$ cat config.mk
export PLATFORM = sky130hd
export DESIGN_NAME = pipeline_hex_display_flat
export DESIGN_NICKNAME = d
export VERILOG_FILES = /design/src/rtl/pipeline_hex_display_pkg.sv /design/src/rtl/pipeline_hex_display_if.sv /design/src/rtl/pipeline_hex_display_debouncer.sv /design/src/rtl/pipeline_hex_display.sv /design/src/flat_wrapper.sv
export SDC_FILE = /design/constraint.sdc
export NUM_CORES = 1
export LEC_CHECK = 0
export CORE_MARGIN = 10
export CORE_UTILIZATION = 45
export DETAILED_ROUTE_END_ITERATION = 10
export PLACE_DENSITY = 0.77
export SLEW_MARGIN = 10
export SYNTH_ARGS = -nofsm -noshare
export SYNTH_HDL_FRONTEND = slang
export SYNTH_SLANG_ARGS = --single-unit
$ cat constraint.sdc
create_clock -name clock -period 4.21 [get_ports clock]
set_input_delay 0.6315 -clock clock [delete_from_list [all_inputs] [get_ports clock]]
set_output_delay 0.6315 -clock clock [all_outputs]
set_load 0.1 [all_outputs]
$ cat src/rtl/pipeline_hex_display_pkg.sv
// Shared constants for the hex display: segment table, display source
// encodings and the blank-segment pattern.
package pipeline_hex_display_pkg;

  // Which pipeline value feeds the display snapshot.
  typedef enum logic {
    MODE_PC  = 1'b0,
    MODE_REG = 1'b1
  } mode_e;

  // All segments dark (active-low).
  localparam logic [6:0] SEG_OFF = 7'b1111111;

  // Hex digit to {g,f,e,d,c,b,a}, active-low.
  localparam logic [6:0] HEX_SEG [16] = '{
    7'b1000000, 7'b1111001, 7'b0100100, 7'b0110000,
    7'b0011001, 7'b0010010, 7'b0000010, 7'b1111000,
    7'b0000000, 7'b0010000, 7'b0001000, 7'b0000011,
    7'b1000110, 7'b0100001, 7'b0000110, 7'b0001110
  };

  // Look up the segment pattern for one nibble.
  function automatic logic [6:0] hex_to_seg(input logic [3:0] nibble);
    return HEX_SEG[nibble];
  endfunction

endpackage

$ cat src/rtl/pipeline_hex_display_if.sv
// Bundle of the pipeline debug inputs, button inputs and display outputs.
interface pipeline_hex_display_if;
  logic [31:0] pc_value;
  logic [31:0] reg_value;
  logic        btn_mode;
  logic        btn_half;
  logic [3:0]  an;
  logic [6:0]  seg;
  logic        dp;
  logic        mode_o;
  logic        half_o;

  // Side that supplies values and buttons and watches the display.
  modport master (
    output pc_value, reg_value, btn_mode, btn_half,
    input  an, seg, dp, mode_o, half_o
  );

  // Display controller side.
  modport slave (
    input  pc_value, reg_value, btn_mode, btn_half,
    output an, seg, dp, mode_o, half_o
  );
endinterface

$ cat src/rtl/pipeline_hex_display_debouncer.sv
// Push-button conditioner: two-flop synchroniser, stability counter,
// accepted level and a one-cycle press strobe on the accepted rising edge.
module button_debouncer #(
  parameter int DEBOUNCE_CYCLES = 1000000
) (
  input  logic clock,
  input  logic reset,
  input  logic btn_i,
  output logic press_o
);

  localparam int             CNT_W    = $clog2(DEBOUNCE_CYCLES);
  localparam logic [CNT_W-1:0] CNT_LAST = CNT_W'(DEBOUNCE_CYCLES - 1);

  logic             sync1_q, sync1_d;
  logic             sync2_q, sync2_d;
  logic             level_q, level_d;
  logic [CNT_W-1:0] cnt_q, cnt_d;
  logic             flip_s;

  // Next-state: count while the synchronised level disagrees, accept on expiry.
  always_comb begin
    sync1_d = btn_i;
    sync2_d = sync1_q;
    level_d = level_q;
    cnt_d   = '0;
    flip_s  = 1'b0;
    if (sync2_q != level_q) begin
      if (cnt_q == CNT_LAST) begin
        flip_s  = 1'b1;
        level_d = ~level_q;
        cnt_d   = '0;
      end else begin
        cnt_d = cnt_q + CNT_W'(1);
      end
    end else begin
      cnt_d = '0;
    end
    // Strobe coincides with acceptance so the toggle lands on the same edge.
    press_o = flip_s & ~level_q;
  end

  // Synchroniser, accepted level and stability counter state.
  always_ff @(posedge clock or negedge reset) begin
    if (!reset) begin
      sync1_q <= 1'b0;
      sync2_q <= 1'b0;
      level_q <= 1'b0;
      cnt_q   <= '0;
    end else begin
      sync1_q <= sync1_d;
      sync2_q <= sync2_d;
      level_q <= level_d;
      cnt_q   <= cnt_d;
    end
  end

endmodule

$ cat src/rtl/pipeline_hex_display.sv
// Four-digit multiplexed hex display of the pipeline PC or selected register.
// A per-frame snapshot keeps all four digits coherent; two debounced buttons
// pick the source and which 16-bit half is shown.
module pipeline_hex_display
  import pipeline_hex_display_pkg::*;
#(
  parameter int SCAN_DIV        = 100000,
  parameter int DEBOUNCE_CYCLES = 1000000
) (
  input logic                  clock,
  input logic                  reset,
  pipeline_hex_display_if.slave bus
);

  localparam int               SCAN_W    = $clog2(SCAN_DIV);
  localparam logic [SCAN_W-1:0] SCAN_LAST = SCAN_W'(SCAN_DIV - 1);

  logic [SCAN_W-1:0] scan_cnt_q, scan_cnt_d;
  logic [1:0]        idx_q, idx_d;
  logic [31:0]       snap_q, snap_d;
  logic [3:0]        an_q, an_d;
  logic [6:0]        seg_q, seg_d;
  logic              dp_q, dp_d;
  mode_e             mode_q, mode_d;
  logic              half_q, half_d;

  logic              tick_s;
  logic [1:0]        nxt_s;
  logic [31:0]       snap_view_s;
  logic [4:0]        shamt_s;
  logic              mode_press_s;
  logic              half_press_s;

  button_debouncer #(.DEBOUNCE_CYCLES(DEBOUNCE_CYCLES)) u_deb_mode (
    .clock   (clock),
    .reset   (reset),
    .btn_i   (bus.btn_mode),
    .press_o (mode_press_s)
  );

  button_debouncer #(.DEBOUNCE_CYCLES(DEBOUNCE_CYCLES)) u_deb_half (
    .clock   (clock),
    .reset   (reset),
    .btn_i   (bus.btn_half),
    .press_o (half_press_s)
  );

  // Scan timing, frame snapshot, digit decode and button toggles.
  always_comb begin
    tick_s      = (scan_cnt_q == SCAN_LAST);
    nxt_s       = idx_q + 2'd1;
    scan_cnt_d  = scan_cnt_q;
    idx_d       = idx_q;
    snap_d      = snap_q;
    snap_view_s = snap_q;
    an_d        = an_q;
    seg_d       = seg_q;
    dp_d        = dp_q;
    // Bit offset of the nibble: 16*half + 4*digit.
    shamt_s     = {half_q, nxt_s, 2'b00};
    if (tick_s) begin
      scan_cnt_d = '0;
      idx_d      = nxt_s;
      // Wrapping to digit 0 starts a new frame: load and show the fresh value.
      if (idx_q == 2'd3) begin
        snap_d      = (mode_q == MODE_REG) ? bus.reg_value : bus.pc_value;
        snap_view_s = snap_d;
      end else begin
        snap_view_s = snap_q;
      end
      an_d  = ~(4'b0001 << nxt_s);
      seg_d = hex_to_seg(4'(snap_view_s >> shamt_s));
      dp_d  = ~((nxt_s == 2'd0) & half_q);
    end else begin
      scan_cnt_d = scan_cnt_q + SCAN_W'(1);
    end
    // Decisions above used the pre-toggle mode/half.
    mode_d = mode_e'(mode_q ^ mode_press_s);
    half_d = half_q ^ half_press_s;
  end

  // Display and control state; reset blanks the display immediately.
  always_ff @(posedge clock or negedge reset) begin
    if (!reset) begin
      scan_cnt_q <= '0;
      idx_q      <= 2'd0;
      snap_q     <= 32'd0;
      an_q       <= 4'b1111;
      seg_q      <= SEG_OFF;
      dp_q       <= 1'b1;
      mode_q     <= MODE_PC;
      half_q     <= 1'b0;
    end else begin
      scan_cnt_q <= scan_cnt_d;
      idx_q      <= idx_d;
      snap_q     <= snap_d;
      an_q       <= an_d;
      seg_q      <= seg_d;
      dp_q       <= dp_d;
      mode_q     <= mode_d;
      half_q     <= half_d;
    end
  end

  assign bus.an     = an_q;
  assign bus.seg    = seg_q;
  assign bus.dp     = dp_q;
  assign bus.mode_o = mode_q;
  assign bus.half_o = half_q;

endmodule

$ cat src/flat_wrapper.sv
// flat-port wrapper written by rule: the top's interface ports become plain ports
module pipeline_hex_display_flat import pipeline_hex_display_pkg::*;
#(
  parameter int SCAN_DIV        = 100000,
  parameter int DEBOUNCE_CYCLES = 1000000
)
  (clock, reset, bus_pc_value, bus_reg_value, bus_btn_mode, bus_btn_half, bus_an, bus_seg, bus_dp, bus_mode_o, bus_half_o);
  pipeline_hex_display_if bus_i ();
  input logic clock;
  input logic reset;
  input wire logic [$bits(bus_i.pc_value)-1:0] bus_pc_value;
  input wire logic [$bits(bus_i.reg_value)-1:0] bus_reg_value;
  input wire logic [$bits(bus_i.btn_mode)-1:0] bus_btn_mode;
  input wire logic [$bits(bus_i.btn_half)-1:0] bus_btn_half;
  output wire logic [$bits(bus_i.an)-1:0] bus_an;
  output wire logic [$bits(bus_i.seg)-1:0] bus_seg;
  output wire logic [$bits(bus_i.dp)-1:0] bus_dp;
  output wire logic [$bits(bus_i.mode_o)-1:0] bus_mode_o;
  output wire logic [$bits(bus_i.half_o)-1:0] bus_half_o;
  assign bus_i.pc_value = bus_pc_value;
  assign bus_i.reg_value = bus_reg_value;
  assign bus_i.btn_mode = bus_btn_mode;
  assign bus_i.btn_half = bus_btn_half;
  assign bus_an = bus_i.an;
  assign bus_seg = bus_i.seg;
  assign bus_dp = bus_i.dp;
  assign bus_mode_o = bus_i.mode_o;
  assign bus_half_o = bus_i.half_o;
  pipeline_hex_display #(.SCAN_DIV(SCAN_DIV), .DEBOUNCE_CYCLES(DEBOUNCE_CYCLES)) u_core (.clock(clock), .reset(reset), .bus(bus_i));
endmodule
==> summary.md, run 1 <==
| Metric | Value |
|---|---|
| Vias in the first global route | 4572 |
| Sw frac | 0.218 |
| Internal power | 1.59 mW |
| CTS tree | done |
| Prevailing post-synth register cell | dfrtp_1 |
| F_max | 0.281 GHz |
| Tot Pwr | ~2.0 mW |
| Core ar. | about 13000 µm² |
| WP data arrival | 3.82 ns |
| Worst skew pair latency | 0.34 ns |
| Root buffer cell | clkbuf_16 |
| # DRC | 0 |
| Reg clk slew, reported paths | ~0.070 ns |
| Initial DRC Count | 332 |
| Asr flop ratio synth | 1.00 |
| Switching pwr | 0.443 mW |
| Fin cells | between 800 and 900 |
| Post-Route WL | around 13000 µm |
| Flop pwr share | 0.533 |
| Synth unique cells | 56 |
| PostCTS Resize Cnt | 0 |
| First-pass GRT wire length | 22300 µm |
| Worst-Margin Slew | 1.01 ns |
| DRT Pass-1 Iters | 4 |
| WP data required | 4.47 ns |
| CP max FO | 19 |
| Post-DRT Antenna Nets | 0 |
| Syn Area/Cell | 10.6 µm² |
| Via count | 4350 |
| VDD IR max | 0.243 mV |
| Worst hold path type | flip-flop to flip-flop |
| Total grt overflow | 0 |
| Total power per unit cell area | ~280 nW/µm² |
| Max Slew Vio Count | 0 |
| Die X-Extent | 135 µm |
| Via/cell ratio | 5.34 |
| CP Launch Type | flip-flop |
| Largest net degree at the start of global routing | 77 |
| CTS HTree Levels | 3 |
| Kind of critical path | flip-flop to flip-flop |
| # hold bufs at CTS | 0 |
| Flip-flop and latch area | around 2800 µm² |
| Comb pwr share | 0.069 |
| Clk sinks | 111 |
| Gate Count Post-Synth | 562 |
| Crit share post-route | 0.844 |
| Initial Utilization | 0.454 |
| Nets | 714 |
| Total CTS buffers | 9 |
| Setup_tns | 0 ns |
| Area Overhead vs Synth | 20.5% |
| Clk_skew | 0.00525 ns |
| Hold Fails Final Rpt | 0 |
| RD Place Congestion | 0.831 |
| Sequential-to-total area share from yosys stat | 0.468 |
| Antenna diodes | 0 |
| Filler instances | 1125 |
| Finish-stage setup viols | 0 |
| Die area | approximately 18000 µm² |
| Status | finished, final reports clean |
| Clock tree buffer depth | 2 |
| Max-cap violation count | 0 |
| Postcts setup bufs | 0 |
| YS warnings | 0 |
| Multi-input gate area | between 3000 and 4000 µm² |
| DR WL/cell | 16.3 µm |
| Post-synthesis register bit count | 111 |
| Initial antenna violation count | 0 |
| WHS | 0.354 ns |
| Layout cells sized above 1 | 0.129 |
| Mapped cell area | 5970 µm² |
| Row count | 42 |
| DPL Wire Length | 9610 µm |
| Post-synth EDFFs | 0 |
| Critical Path End Type | flip-flop |
| Num ports | 82 |
| Total track usage | 0.148 |
| Relative slew slack | 0.323 |
| Final Critical Period | 3.55 ns |
| Clk pwr share | 0.398 |
| Die H | 135 µm |
| Leak | 2.90 nW |
| Mapped Nets | 643 |
| Post-Place Cells | ~800 |
| RSZ-0062 raised after global routing | false |
| Port Buffers | 81 |
==> path summary, 6_finish.rpt <==
path / slack, ns / end / cells after the start / start
min in group asynchronous: 0.43 / u_core.snap_q[14] / 1 / reset
min reg2reg: 0.35 / u_core.u_deb_mode.sync2_q / 0 / u_core.u_deb_mode.sync1_q
min: 0.35 / u_core.u_deb_mode.sync2_q / 0 / u_core.u_deb_mode.sync1_q
max reg2reg: 0.66 / u_core.bus.seg[0] / 11 / u_core.idx_q[0]
max: 0.66 / u_core.bus.seg[0] / 11 / u_core.idx_q[0]
max in group asynchronous: 2.76 / u_core.bus.dp / 2 / reset
==> critical path: stages (launching register included) <==
cell	delay, ns
dfrtp_1	0.34
inv_1	0.13
ha_1	0.82
mux4_2	0.58
o21ai_0	0.19
a21oi_1	0.07
or2_1	0.34
inv_1	0.13
ha_1	0.20
nor3_1	0.08
or4_1	0.47
o211ai_1	0.11
==> flip-flops by register name, summed over array words and instances, names as in the netlist <==
| signal | flops |
|---|---|
| u_core.bus.an | 4 |
| u_core.bus.dp | 1 |
| u_core.bus.half_o | 1 |
| u_core.bus.mode_o | 1 |
| u_core.bus.seg | 7 |
| u_core.idx_q | 2 |
| u_core.scan_cnt_q | 17 |
| u_core.snap_q | 32 |
| u_core.u_deb_half.cnt_q | 20 |
| u_core.u_deb_half.level_q | 1 |
| u_core.u_deb_half.sync1_q | 1 |
| u_core.u_deb_half.sync2_q | 1 |
| u_core.u_deb_mode.cnt_q | 20 |
| u_core.u_deb_mode.level_q | 1 |
| u_core.u_deb_mode.sync1_q | 1 |
| u_core.u_deb_mode.sync2_q | 1 |
==> kinds of logic after synthesis <==
group,synth area share
AND/OR/NAND/NOR,0.165
flip-flops,0.468
AO/OA/AOI/OAI,0.0751
multiplexers,0.156
XOR/XNOR,0.0807
buffers and inverters,0.0279
adder cells (fa/ha/maj),0.0273
==> metal layers <==
metal / wire, µm / up-vias / share of wire / track usage
li1: - / 2116 / - / -
met1: 5750 / 2105 / 0.43 / 0.179
met2: 6560 / 103 / 0.49 / 0.252
met3: 633 / 26 / 0.048 / 0.0349
met4: 307 / 0 / 0.023 / 0.0550
met5: 0 / - / 0 / 0
==> Yosys cell counts (8+ instances only) <==
master	n	share of area
nor2_1	66	0.042
dfstp_2	12	0.053
mux2_2	19	0.036
xor2_1	27	0.040
xnor2_1	28	0.041
a21oi_1	12	0.010
nor3_1	10	0.0084
mux4_2	16	0.060
mux2i_1	29	0.049
dfrtp_1	99	0.42
nand4_1	8	0.0084
ha_1	13	0.027
nand3_1	26	0.022
nand2_1	55	0.035
clkbuf_1	20	0.013
o21ai_0	37	0.031
==> metrics by stage <==
stage	util	setup WS (ns)	cell area (µm²)
global placement	0.525	0.834	6900
global route	0.547	0.366	7190
detailed placement	0.525	0.669	6900
floorplan	-	0.494	5970
finish	0.547	0.656	7190
CTS	0.547	0.649	7190
==> cells in the final DEF, fill, tap and decap left out, types with 3 or more instances in the layout <==
cell,instances
nand2_1,55
o21ai_0,37
ha_1,13
nand2b_1,3
and2_1,4
nor2_1,66
nand4_1,8
dfrtp_1,98
a211oi_1,5
dfstp_2,12
mux2_4,3
clkbuf_16,9
nor3_1,10
nand3b_1,3
mux4_2,16
clkdlybuf4s50_1,79
nand3_1,26
and4_1,3
buf_4,8
mux2_2,19
mux2i_1,29
xnor2_1,28
xor2_1,27
o22a_1,3
inv_1,7
a21oi_1,12
and3_1,7
nor4_1,7
==> power by group through the flow <==
stage / Sequential [mW] / Clock (mW) / Combinational, mW
after global routing: 1.09 / 0.880 / 0.155
after CTS: 1.08 / 0.833 / 0.142
after detailed placement: 1.10 / 0 / 0.142
final: 1.08 / 0.811 / 0.140
after global placement: 1.10 / 0 / 0.138
after floorplan: 1.10 / 0 / 0.0429
==> cell type report <==
class | instances | share of cell area
multi-input combinational | 416 | 0.418
timing repair buffer | 87 | 0.118
tap | 176 | 0.0306
sequential | 111 | 0.389
inverter | 8 | 0.00418
clock inverter | 4 | 0.00418
clock buffer | 12 | 0.0357
Note: power is estimated with default switching activity, not from simulation.
==> inputs of run 2 (changes only) <==
--- a/config.mk
+++ b/config.mk
@@ -8,7 +8,7 @@
 export CORE_MARGIN = 10
 export CORE_UTILIZATION = 45
 export DETAILED_ROUTE_END_ITERATION = 10
-export PLACE_DENSITY = 0.77
+export PLACE_DENSITY = 0.79
 export SLEW_MARGIN = 10
 export SYNTH_ARGS = -nofsm -noshare
 export SYNTH_HDL_FRONTEND = slang
==> constraint.sdc (replaced) <==
create_clock -name clock -period 3 [get_ports clock]
set_input_delay 0.45 -clock clock [delete_from_list [all_inputs] [get_ports clock]]
set_output_delay 0.45 -clock clock [all_outputs]
set_load 0.1 [all_outputs]
==> summary.md, run 2 (synthesis results as in run 1) <==
| Metric | Value |
|---|---|
| Status | finished, final reports clean |
| Die X-Extent | 135 µm (unchanged) |
| Finish-stage setup viols | 0 (unchanged) |
| DRT Pass-1 Iters | 4 (unchanged) |
| Via/cell ratio | 5.34 (about the same) |
| DPL Wire Length | 9850 µm (+2.5%) |
| VDD IR max | 0.389 mV (+60%) |
| Final Critical Period | 2.91 ns (-0.641 ns) |
| Clock tree buffer depth | 2 (unchanged) |
| WHS | 0.166 ns (-0.187 ns) |
| Antenna diodes | 0 (unchanged) |
| Total power per unit cell area | 397 nW/µm² (+40%) |
| RD Place Congestion | 0.885 (+6.5%) |
| Setup_tns | 0 ns (unchanged) |
| WP data arrival | 3.20 ns (-0.62 ns) |
| Critical path's largest stage delay | 0.48 ns (-0.34 ns) |
| Reg clk slew, reported paths | 0.07 ns (about the same) |
| Row count | 42 (unchanged) |
| F_max | 0.343 GHz (+22%) |
| Max-cap violation count | 0 (unchanged) |
| Die area | 18300 µm² (unchanged) |
| Multi-input gate area | 3040 µm² (+1.2%) |
| Hold Fails Final Rpt | 0 (unchanged) |
| Initial Utilization | 0.454 (unchanged) |
| CTS tree | done |
| Relative slew slack | 0.487 (+0.165) |
| First-pass GRT wire length | 22500 µm (+0.93%) |
| Most common cell after layout, fill and taps aside | dfrtp_1 |
| Layout cells sized above 1 | 0.176 (+0.0476) |
| Critical Path End Type | flip-flop |
| CP delay by family, top | multiplexers |
| Largest net degree at the start of global routing | 64 (-17%) |
| Worst skew pair latency | 0.36 ns (+0.02 ns) |
| CTS HTree Levels | 3 (unchanged) |
| WP data required | 3.28 ns (-1.19 ns) |
| Biggest regs | u_core.snap_q: 32 flops, u_core.u_deb_half.cnt_q: 20 flops, u_core.u_deb_mode.cnt_q: 20 flops |
| Die H | 135 µm (unchanged) |
| Num ports | 82 (unchanged) |
| Area Overhead vs Synth | 23.0% |
| Clk_skew | 0.00838 ns (+0.00314 ns) |
| Flip-flop and latch area | 2800 µm² (+0.13%) |
| Via count | 4428 (+1.8%) |
| Clk sinks | 111 (unchanged) |
| Top cell by count, worst path | ha_4 |
| Top reg by flops | u_core.snap_q |
| Leak | 2.99 nW (+3.2%) |
| CP Cell Sequence | clkinvlp_4, ha_4, buf_12, mux2_2, mux4_2, mux2i_4, inv_2, ha_4, a21boi_2, o21bai_1, a211o_1 |
| # DRC | 0 (unchanged) |
| Post-Route WL | 13400 µm (+0.75%) |
| Worst-Margin Slew | 0.769 ns (-0.244 ns) |
| Buf/Inv on CP | 3 (+1) |
| Core ar. | 13100 µm² (unchanged) |
| # hold bufs at CTS | 0 (unchanged) |
| Slowest-stage cell, CP | mux4_2 |
| Crit share post-route | 0.971 (+0.127) |
| Filler instances | 1134 (+0.80%) |
| DR WL/cell | 16.1 µm (-1.1%) |
| CP Launch Type | flip-flop |
| Tot Pwr | 2.91 mW (+43%) |
| Total CTS buffers | 9 (unchanged) |
| Root buffer cell | clkbuf_16 |
| Max Slew Vio Count | 0 (unchanged) |
| Total track usage | 0.152 (+0.00360) |
| Port Buffers | 81 (unchanged) |
| Total grt overflow | 0 (unchanged) |
| Initial DRC Count | 275 (-17%) |
| Commonest cells after routing, fill and taps aside | dfrtp_1 (97), nor2_1 (66), clkdlybuf4s50_1 (66), nand2_1 (55), o21ai_0 (37) |
| Initial antenna violation count | 0 (unchanged) |
| CP max FO | 8 (-11) |
| Post-DRT Antenna Nets | 0 (unchanged) |
| Vias in the first global route | 4560 (-0.26%) |
| Kind of critical path | flip-flop to flip-flop |
| Nets | 729 (+2.1%) |
| Max FFs per register | 32 (unchanged) |
| Worst hold path type | input port to asynchronous set/reset pin |
## run 2: metrics by stage
step / area (µm²) / setup WS, ns / instances / util
2_1_floorplan: 6040 / -0.226 / 562 / -
3_3_place_gp: 7000 / 0.0665 / 810 / 0.533
3_5_place_dp: 7000 / -0.0344 / 810 / 0.533
4_1_cts: 7290 / 0.0159 / 826 / 0.555
5_1_grt: 7340 / -0.0212 / 829 / 0.558
6_report: 7340 / 0.0869 / 829 / 0.558
## run 2: per-layer routing
layer  track usage  up-vias  wire (µm)
met4        0.0526        0        255
li1              -     2142          -
met1         0.188     2151       5820
met5             0        -          0
met2         0.248      115       6550
met3        0.0438       20        730
## run 2: area by class of cell
type	instances	share of cell area
Timing Repair Buffer	102	0.129
Inverter	8	0.00461
Tap cell	176	0.0300
Sequential cell	111	0.381
Clock buffer	13	0.0341
Multi-Input combinational cell	416	0.415
Clock inverter	3	0.00614
## run 2: timing repair
item,in CTS,in global routing
setup endpoints to repair,0,3
resized for setup,0,2
setup buffers,0,3
## run 2: power by group
part           switching (mW)  internal (mW)  total [mW]
registers              0.0110           1.51        1.52
logic                  0.0809          0.115       0.196
clock network           0.520          0.671        1.19
total                   0.612           2.30        2.91
## run 2: final timing paths
check                                                from                         to  slack, ns  cells past startpoint
worst max-delay path                      u_core.idx_q[0]          u_core.bus.seg[3]       0.09                     11
worst min-delay path                                reset          u_core.snap_q[19]       0.17                      1
worst max register to register            u_core.idx_q[0]          u_core.bus.seg[3]       0.09                     11
worst min register to register  u_core.u_deb_mode.sync1_q  u_core.u_deb_mode.sync2_q       0.35                      0
max in group asynchronous                           reset              u_core.bus.dp       2.06                      2
min in group clock              u_core.u_deb_mode.sync1_q  u_core.u_deb_mode.sync2_q       0.35                      0
==> inputs of run 3 (changes only) <==
--- a/config.mk
+++ b/config.mk
@@ -5,10 +5,12 @@
 export SDC_FILE = /design/constraint.sdc
 export NUM_CORES = 1
 export LEC_CHECK = 0
+export ABC_CLOCK_PERIOD_IN_PS = 3000
 export CORE_MARGIN = 10
 export CORE_UTILIZATION = 45
 export DETAILED_ROUTE_END_ITERATION = 10
-export PLACE_DENSITY = 0.79
+export DONT_BUFFER_PORTS = 1
+export PLACE_DENSITY = 0.71
 export SLEW_MARGIN = 10
 export SYNTH_ARGS = -nofsm -noshare
 export SYNTH_HDL_FRONTEND = slang
==> summary.md, run 3 (synthesis results as in run 1) <==
| Metric | Value |
|---|---|
| Status | finished, violations left |
| Failing checks | hold timing |
| Switching pwr | 0.547 mW (-11%) |
| Final Critical Period | 2.91 ns (-0.00381 ns) |
| CP Launch Type | flip-flop |
| Core Util, Final | 0.495 (-0.0638) |
| Total power per unit cell area | 409 nW/µm² (+3.1%) |
| VDD IR max | 0.357 mV (-8.4%) |
| Internal power | 2.11 mW (-8.1%) |
| Clock tree buffer depth | 2 (unchanged) |
| # DRC | 0 (unchanged) |
| Finish-stage setup viols | 0 (unchanged) |
| Initial Utilization | 0.454 (unchanged) |
| CTS tree | done |
| Top sig layer | met4 |
| Worst skew pair latency | 0.35 ns (about the same) |
| Relative slew slack | 0.643 (+0.156) |
| Fin cells | 747 (-9.9%) |
| Kind of critical path | flip-flop to flip-flop |
| CTS HTree Levels | 3 (unchanged) |
| Die H | 135 µm (unchanged) |
| Critical Path End Type | flip-flop |
| Reg clk slew, reported paths | 0.07 ns (about the same) |
| Num ports | 82 (unchanged) |
| Area Overhead vs Synth | 8.91% |
| Leak | 2.64 nW (-12%) |
| Largest net degree at the start of global routing | 112 (+75%) |
| Flop pwr share | 0.573 (+0.050) |
| Post-DRT Antenna Nets | 0 (unchanged) |
| Initial antenna violation count | 0 (unchanged) |
| Commonest cells after routing, fill and taps aside | dfrtp_1 (97), nor2_1 (66), nand2_1 (55), o21ai_0 (37), mux2i_1 (29) |
| Layout cells sized above 1 | 0.166 (-0.00974) |
| Root buffer cell | clkbuf_16 |
| Biggest regs | u_core.snap_q: 32 flops, u_core.u_deb_half.cnt_q: 20 flops, u_core.u_deb_mode.cnt_q: 20 flops |
| Total track usage | 0.141 (-0.0106) |
| Vias in the first global route | 4054 (-11%) |
| WP data required | 3.28 ns (about the same) |
| Clk_skew | 0.00668 ns (-0.00170 ns) |
| F_max | 0.344 GHz (+0.13%) |
| Max-cap violation count | 0 (unchanged) |
| Total CTS buffers | 9 (unchanged) |
| Nets | 647 (-11%) |
| Core ar. | 13100 µm² (unchanged) |
| First-pass GRT wire length | 20700 µm (-8.1%) |
| Filler instances | 1192 (+5.1%) |
| WP data arrival | 3.18 ns (-0.02 ns) |
| Worst hold path type | input port to asynchronous set/reset pin |
| CP max FO | 9 (+1) |
| Comb pwr share | 0.027 (-0.040) |
| DR WL/cell | 16.8 µm (+4.6%) |
| Clk pwr share | 0.400 (-0.010) |
| Tot Pwr | 2.66 mW (-8.6%) |
| Post-Route WL | 12600 µm (-5.8%) |
| Max Slew Vio Count | 0 (unchanged) |
| Sw frac | 0.206 (-0.00454) |
| Port Buffers | 0 (-100%) |
| DRT met1 WL | 5250 µm (-9.7%) |
| Worst-Margin Slew | 0.536 ns (-0.233 ns) |
| Most common cell after layout, fill and taps aside | dfrtp_1 |
| Max FFs per register | 32 (unchanged) |
| Total grt overflow | 0 (unchanged) |
| WHS | -0.209 ns (-0.375 ns) |
| Setup_tns | 0 ns (unchanged) |
| Hold Fails Final Rpt | 108 (+108) |
| Crit share post-route | 0.970 (-0.00127) |
| Die area | 18300 µm² (unchanged) |
| Die X-Extent | 135 µm (unchanged) |
| Via count | 4076 (-7.9%) |
| Routed met2 length | 6060 µm (-7.4%) |
| Row count | 42 (unchanged) |
| Routed wl met3 | 1140 µm (+56%) |
| Via/cell ratio | 5.46 (+2.2%) |
| DRT Pass-1 Iters | 4 (unchanged) |
| Antenna diodes | 0 (unchanged) |
| RD Place Congestion | 0.851 (-3.9%) |
| Top reg by flops | u_core.snap_q |
| Clk sinks | 111 (unchanged) |
| Post-Place Cells | 727 (-10%) |
| Initial DRC Count | 335 (+22%) |
| DPL Wire Length | 9150 µm (-7.1%) |
run 3: through the flow:
step / worst slack, ns / cell area (µm²)
after floorplan: -0.226 / 6040
after global placement: 0.118 / 6210
after detailed placement: 0.0622 / 6210
after CTS: 0.0430 / 6460
after global routing: -0.00663 / 6500
final: 0.0907 / 6500
run 3: critical path, cell delays in order (launching register included):
cell and delay (ns):
dfrtp_1 0.41, clkinvlp_4 0.14, ha_4 0.28, buf_6 0.14
mux2_2 0.34, mux4_2 0.49, mux2i_4 0.20, inv_2 0.09
ha_4 0.17, a21boi_2 0.16, o21bai_1 0.17, a211o_1 0.25
run 3: path summary, 6_finish.rpt:
check,startpoint,end,slack (ns),cells past startpoint
worst max-delay path,u_core.idx_q[0],u_core.bus.seg[3],0.09,11
worst min-delay path,reset,u_core.snap_q[19],-0.21,0
worst max register to register,u_core.idx_q[0],u_core.bus.seg[3],0.09,11
worst min register to register,u_core.u_deb_half.sync1_q,u_core.u_deb_half.sync2_q,0.35,0
max in group asynchronous,reset,u_core.bus.dp,2.93,0
min in group clock,bus_btn_half,u_core.u_deb_half.sync1_q,0.12,0
run 3: per-layer routing:
layer / up-vias / global-route usage
li1: 1973 / -
met1: 2015 / 0.164
met2: 80 / 0.225
met3: 8 / 0.0705
met4: 0 / 0.0407
met5: - / 0
run 3: final cells by class:
cell class | count | area (µm²) | area share
Multi-Input combinational cell | 416 | 3040 | 0.468
Sequential cell | 111 | 2800 | 0.431
Clock buffer | 14 | 244 | 0.0376
Tap cell | 176 | 220 | 0.0339
Timing Repair Buffer | 20 | 154 | 0.0237
Inverter | 8 | 33.8 | 0.00520
Clock inverter | 2 | 8.76 | 0.00135
run 3: power by group through the flow:
stage / clock (mW) / combinational [mW] / sequential (mW)
3_3_place_gp: 0 / 0.0707 / 1.55
6_report: 1.06 / 0.0728 / 1.52
2_1_floorplan: 0 / 0.0603 / 1.55
4_1_cts: 1.10 / 0.0734 / 1.52
3_5_place_dp: 0 / 0.0727 / 1.55
5_1_grt: 1.16 / 0.0815 / 1.52
run 3: repair_timing:
action                                  CTS  global route
gates resized for setup                   0             2
endpoints found under the hold margin   111           111
endpoints found under the setup margin    0             2
buffers inserted                          0             4
